## src/rtl/fact_mmio_responder_if.sv

```systemverilog
// Per-device memory-mapped port set between the address decoder (master) and
// one factorial unit (slave).
interface fact_mmio_responder_if #(
  parameter int DATA_W = 32
);
  // No valid/ready: we is already address-qualified and takes effect on the
  // clk edge where it is high; rdata is combinational from addr in every cycle.
  logic              we;
  logic [31:0]       addr;
  logic [DATA_W-1:0] wdata;
  logic [DATA_W-1:0] rdata;
  logic              irq;

  modport master (output we, output addr, output wdata, input rdata, input irq);
  modport slave  (input we, input addr, input wdata, output rdata, output irq);
endinterface

```

## src/rtl/fact_mmio_responder.sv

```systemverilog
// Factorial accelerator slave: CTRL/N/STATUS/RESULT registers and an iterative
// multiply FSM. Define FACT_IRQ_EN to implement the IE bit and the done interrupt.
module fact_mmio_responder #(
  parameter int DATA_W = 32,
  parameter int N_W    = 4,
  parameter int MAX_N  = 12
) (
  input  logic                  clk,
  input  logic                  rst_n,
  fact_mmio_responder_if.slave  bus,
  output logic [1:0]            o_dbg_state
);

  typedef enum logic [1:0] {
    S_IDLE = 2'd0,
    S_LOAD = 2'd1,
    S_MULT = 2'd2,
    S_DONE = 2'd3
  } state_t;

  localparam logic [N_W-1:0] MAX_N_V = N_W'(MAX_N);
  localparam logic [N_W-1:0] ONE_N   = N_W'(1);

  state_t            r_state;
  logic [N_W-1:0]    r_n;
  logic [N_W-1:0]    r_cnt;
  logic [DATA_W-1:0] r_acc;
  logic [DATA_W-1:0] r_result;
  logic              r_done;
  logic              r_err;

  logic [1:0]        w_sel;
  logic              w_wr_ctrl;
  logic              w_wr_n;
  logic              w_go;
  logic              w_clr;
  logic              w_busy;
  logic              w_n_err;
  logic              w_n_triv;
  logic              w_last;
  logic              w_done_nxt;
  logic              w_ie;
  logic [DATA_W-1:0] w_cnt_ext;
  logic              w_unused;

  assign w_sel     = bus.addr[3:2];
  assign w_wr_ctrl = bus.we & (w_sel == 2'd0);
  assign w_wr_n    = bus.we & (w_sel == 2'd1);
  assign w_go      = w_wr_ctrl & bus.wdata[0];
  assign w_clr     = w_wr_ctrl & bus.wdata[1];
  assign w_busy    = (r_state == S_LOAD) | (r_state == S_MULT);
  assign w_n_err   = r_n > MAX_N_V;
  assign w_n_triv  = r_n <= ONE_N;
  assign w_last    = r_cnt == ONE_N;
  assign w_cnt_ext = {{(DATA_W-N_W){1'b0}}, r_cnt};
  assign w_unused  = &{1'b0, bus.addr[31:4], bus.addr[1:0], bus.wdata};

  assign o_dbg_state = r_state;

  // DONE's next value is shared with the interrupt register so irq rises and
  // falls on exactly the same edge as DONE.
  always_comb begin
    w_done_nxt = r_done;
    case (r_state)
      S_IDLE, S_DONE: if (w_go || w_clr) w_done_nxt = 1'b0;
      S_LOAD:         if (w_n_err || w_n_triv) w_done_nxt = 1'b1;
      S_MULT:         if (w_last) w_done_nxt = 1'b1;
      default:        w_done_nxt = r_done;
    endcase
  end

  always_ff @(posedge clk) begin
    if (!rst_n) begin
      r_state  <= S_IDLE;
      r_n      <= '0;
      r_cnt    <= '0;
      r_acc    <= '0;
      r_result <= '0;
      r_done   <= 1'b0;
      r_err    <= 1'b0;
    end else begin
      r_done <= w_done_nxt;
      if (w_wr_n && !w_busy) r_n <= bus.wdata[N_W-1:0];
      case (r_state)
        S_IDLE, S_DONE: begin
          if (w_go) begin
            r_err   <= 1'b0;
            r_state <= S_LOAD;
          end else if (w_clr) begin
            r_err   <= 1'b0;
            r_state <= S_IDLE;
          end
        end
        S_LOAD: begin
          if (w_n_err) begin
            r_result <= '0;
            r_err    <= 1'b1;
            r_state  <= S_DONE;
          end else if (w_n_triv) begin
            r_result <= {{(DATA_W-1){1'b0}}, 1'b1};
            r_state  <= S_DONE;
          end else begin
            r_acc   <= {{(DATA_W-N_W){1'b0}}, r_n};
            r_cnt   <= r_n - ONE_N;
            r_state <= S_MULT;
          end
        end
        S_MULT: begin
          // The last multiply (by 2) happened on the previous edge; publish it.
          if (w_last) begin
            r_result <= r_acc;
            r_state  <= S_DONE;
          end else begin
            r_acc <= r_acc * w_cnt_ext;
            r_cnt <= r_cnt - ONE_N;
          end
        end
        default: r_state <= S_IDLE;
      endcase
    end
  end

`ifdef FACT_IRQ_EN
  logic r_ie;
  logic r_irq;
  logic w_ie_nxt;

  assign w_ie_nxt = w_wr_ctrl ? bus.wdata[2] : r_ie;
  assign w_ie     = r_ie;
  assign bus.irq  = r_irq;

  always_ff @(posedge clk) begin
    if (!rst_n) begin
      r_ie  <= 1'b0;
      r_irq <= 1'b0;
    end else begin
      r_ie  <= w_ie_nxt;
      r_irq <= w_done_nxt & w_ie_nxt;
    end
  end
`else
  assign w_ie    = 1'b0;
  assign bus.irq = 1'b0;
`endif

  always_comb begin
    bus.rdata = '0;
    case (w_sel)
      2'd0:    bus.rdata = {{(DATA_W-3){1'b0}}, w_ie, 2'b00};
      2'd1:    bus.rdata = {{(DATA_W-N_W){1'b0}}, r_n};
      2'd2:    bus.rdata = {{(DATA_W-3){1'b0}}, w_busy, r_err, r_done};
      default: bus.rdata = r_result;
    endcase
  end

endmodule

```

## src/flat_wrapper.sv

```systemverilog
// flat-port wrapper written by rule: the top's interface ports become plain ports
module fact_mmio_responder_flat 
#(
  parameter int DATA_W = 32,
  parameter int N_W    = 4,
  parameter int MAX_N  = 12
)
  (clk, rst_n, o_dbg_state, bus_we, bus_addr, bus_wdata, bus_rdata, bus_irq);
  fact_mmio_responder_if #(.DATA_W(DATA_W)) bus_i ();
  input  logic clk;
  input  logic rst_n;
  output logic [1:0] o_dbg_state;
  input wire logic [$bits(bus_i.we)-1:0] bus_we;
  input wire logic [$bits(bus_i.addr)-1:0] bus_addr;
  input wire logic [$bits(bus_i.wdata)-1:0] bus_wdata;
  output wire logic [$bits(bus_i.rdata)-1:0] bus_rdata;
  output wire logic [$bits(bus_i.irq)-1:0] bus_irq;
  assign bus_i.we = bus_we;
  assign bus_i.addr = bus_addr;
  assign bus_i.wdata = bus_wdata;
  assign bus_rdata = bus_i.rdata;
  assign bus_irq = bus_i.irq;
  fact_mmio_responder #(.DATA_W(DATA_W), .N_W(N_W), .MAX_N(MAX_N)) u_core (.clk(clk), .rst_n(rst_n), .bus(bus_i), .o_dbg_state(o_dbg_state));
endmodule
```

## config.mk

```make
export PLATFORM = sky130hd
export DESIGN_NAME = fact_mmio_responder_flat
export DESIGN_NICKNAME = d
export VERILOG_FILES = /design/src/rtl/fact_mmio_responder_if.sv /design/src/rtl/fact_mmio_responder.sv /design/src/flat_wrapper.sv
export SDC_FILE = /design/constraint.sdc
export NUM_CORES = 1
export LEC_CHECK = 0
export CAP_MARGIN = 20
export CELL_PAD_IN_SITES_DETAIL_PLACEMENT = 0
export CELL_PAD_IN_SITES_GLOBAL_PLACEMENT = 1
export CORE_ASPECT_RATIO = 2
export CORE_MARGIN = 3
export CORE_UTILIZATION = 42
export DETAILED_ROUTE_END_ITERATION = 10
export PLACE_DENSITY = 0.86
export SETUP_SLACK_MARGIN = 0.5
export SLEW_MARGIN = 20
export SYNTH_ARGS = -nofsm -noshare
export SYNTH_HDL_FRONTEND = slang
export SYNTH_SLANG_ARGS = --single-unit
```

## constraint.sdc

```tcl
create_clock -name clk -period 4.9 [get_ports clk]
set_clock_uncertainty 0.2 [all_clocks]
set_input_delay 0.98 -clock clk [delete_from_list [all_inputs] [get_ports clk]]
set_output_delay 0.98 -clock clk [all_outputs]
set_load 0.03 [all_outputs]
```

==> out/results.txt <==
CP delay by family, top = adder cells
ys async rst share = 0%
post-synth cell types = 63
Avg Cell Area, Syn = 7.93 sq um
Rows = 67
worst slack at placement = 426 ps
critical path capture point type = flop
setup TNS = 0 ps
Max Cap Viol = 0
Starting DRT DRC Count = 284
final worst-path cycle share = 85.6%
worst rel slew slack = 46.3%
Root Driver = clkbuf_16
peak supply drop = 0.000136 V
Layout area overhead = 13.7%
clk sinks = 76
Seq cells post-synth = 76
initial antenna violation count = 0
Routed WL = 19,400 um
Worst setup SP type = flop
pin count of the biggest net entering global routing = 47
commonest non-fill, non-tap cell in the layout = inv_1
global route overflow = 0
critical setup path kind = flop to flop
Hold Fails Final Rpt = 0
CTS buffer count = 9
clk_lat worst skew = 340 ps
RePlAce Congestion = 0.838
RSZ-0062 raised after global routing = false
P_leak = 3.71 nW
crit path buf inv count = 3
gr usage total = 21.1%
Mapped Area = 0.00725 sq mm
clock-pin slew on the worst setup and hold paths = 70 ps
Fillers = 1,676
Ports = 102
sequential share of the synthesized area = 21.0%
clk buf depth = 2
# H-tree levels = 3
slowest stage delay, CP = 520 ps
Via-to-Cell Ratio = 5.46
Final ANT Viol Nets = 0
min cycle time layout = 4190 ps
Vert. Die Dim = 192 um
max frequency = 238 MHz
# setup viols final = 0
pwr/cell area = 212 mW/mm^2
Top FF cell, synth = dfxtp_1
crit path max fanout = 15
Post-layout nets = 1,099
Ant. Diodes = 0
vias in the first global route = 6,386
CP required = 4900 ps
via count = 6,272
arrival time worst endpoint = 4200 ps
most frequent cells in the layout = 122 x inv_1, 104 x nand2_1, 95 x and2_1
DP HPWL = 15,000 um
Final WS setup = 706 ps
hold crit path type = flop to flop
syn nets = 1,076
worst slew pin tran = 806 ps
die area = 0.0190 sq mm
port bufs = 42
Slowest-stage cell, CP = fa_1
CTS tree = built
Slew Viols, Final = 0
crit-path cells = buf_4, and2_1, fa_1, inv_1, fa_1, inv_1, ha_1, nand2b_1, a21oi_2, o21bai_2, o221ai_2, a211oi_1, o21ai_1, mux2i_1, o211ai_1
core area = 0.0168 sq mm
Synth Instances = 914
starting density of the core = 43.0%
DRT Pass-1 Iters = 5
first-pass GRT wire length = 32,100 um
share of layout cells above drive strength 1 = 7.11%
WL per Instance = 16.9 um
DRC violations left = 0
Die Wd = 98.9 um
status = finished clean
Post-synth EDFFs = 0
Synth Warn # = 0
[kinds of logic after synthesis]
kind of cell,count (synthesis),share of synthesized area (%)
compound gates,175,16.8
xor+xnor,27,3.26
fa+ha+maj,95,22.3
buf+inv,176,9.44
flops,76,21.0
mux,11,1.55
other cells,1,0.0517
simple gates,353,25.7
[cell type report]
type / instances / area (sq um) / area share [%]
multi-input cells: 662 / 5070 / 61.6
flip-flops and latches: 76 / 1530 / 18.5
repair buffers: 65 / 588 / 7.13
inverters: 123 / 462 / 5.60
well taps: 207 / 259 / 3.14
clock buffers: 10 / 239 / 2.90
clock inverters: 6 / 95.1 / 1.15
[cell usage after synthesis (all sizes together), types with 9 or more instances]
cell | number | area (sq um)
nor2b | 22 | 138
a21oi | 32 | 164
dfxtp | 76 | 1520
o21ai | 42 | 214
nor3 | 9 | 50.1
a21boi | 33 | 248
a21o | 18 | 135
mux2i | 9 | 90.1
nand3 | 41 | 215
nor2 | 27 | 109
and2 | 95 | 594
fa | 57 | 1140
xnor2 | 19 | 166
and3 | 32 | 200
clkbuf | 45 | 169
ha | 38 | 475
nand2 | 104 | 390
inv | 123 | 462
[state kept, by name (all words and copies together), names as in the netlist]
register            cells
u_core.r_done           1
u_core.r_acc           32
u_core.r_n              4
u_core.r_err            1
u_core.o_dbg_state      2
u_core.r_cnt            4
u_core.r_result        32
[path summary, 6_finish.rpt]
| check | start | end | slack (ps) | cells after the start |
|---|---|---|---|---|
| max | u_core.r_cnt[1]$_SDFFE_PN0P_ | u_core.r_acc[28]$_SDFFE_PN0P_ | 710 | 15 |
| min | u_core.r_result[7]$_SDFFE_PN0P_ | u_core.r_result[7]$_SDFFE_PN0P_ | 250 | 2 |
| max reg2reg | u_core.r_cnt[1]$_SDFFE_PN0P_ | u_core.r_acc[28]$_SDFFE_PN0P_ | 710 | 15 |
| min reg2reg | u_core.r_result[7]$_SDFFE_PN0P_ | u_core.r_result[7]$_SDFFE_PN0P_ | 250 | 2 |
[per-layer routing]
metal | vias up | track usage (%) | share of wire [%]
met5 | - | 0 | 0
met4 | 0 | 8.68 | 3.6
met3 | 48 | 1.85 | 2.4
met2 | 124 | 42.7 | 58
met1 | 3079 | 21.4 | 36
li1 | 3021 | - | -
[report_power, final]
| group | switching [W] | total [W] | internal [W] |
|---|---|---|---|
| registers | 0.0000247 | 0.000658 | 0.000634 |
| clock network | 0.000289 | 0.000755 | 0.000466 |
| logic | 0.000233 | 0.000333 | 0.000101 |
| total | 0.000547 | 0.00175 | 0.00120 |
[worst reg2reg max path, delay by kind of cell, from the launching register on]
kind                     cells  cell delay, ps
AO/OA/AOI/OAI                6            1280
adder cells (fa/ha/maj)      3            1340
buffers and inverters        3             310
flip-flops                   1             410
multiplexers                 1             230
AND/OR/NAND/NOR              2             310
[repair_timing]
item,in CTS,in global routing
pin swaps,0,3
setup buffers,0,4
endpoints found under the setup margin,5,7
hold buffers,0,0
gates resized for setup,1,7
[metrics by stage]
step           instances  total power [W]  hold WS, ps  area, sq um  utilization [%]
3_3_place_gp        1129          0.00100          243         7850             46.6
6_report            1149          0.00175          253         8240             48.9
2_1_floorplan        914         0.000881          236         7250                -
3_5_place_dp        1129          0.00100          252         7850             46.6
4_1_cts             1145          0.00176          259         8190             48.6
5_1_grt             1149          0.00182          282         8240             48.9
No activity file was read; power rests on OpenSTA's default activity.
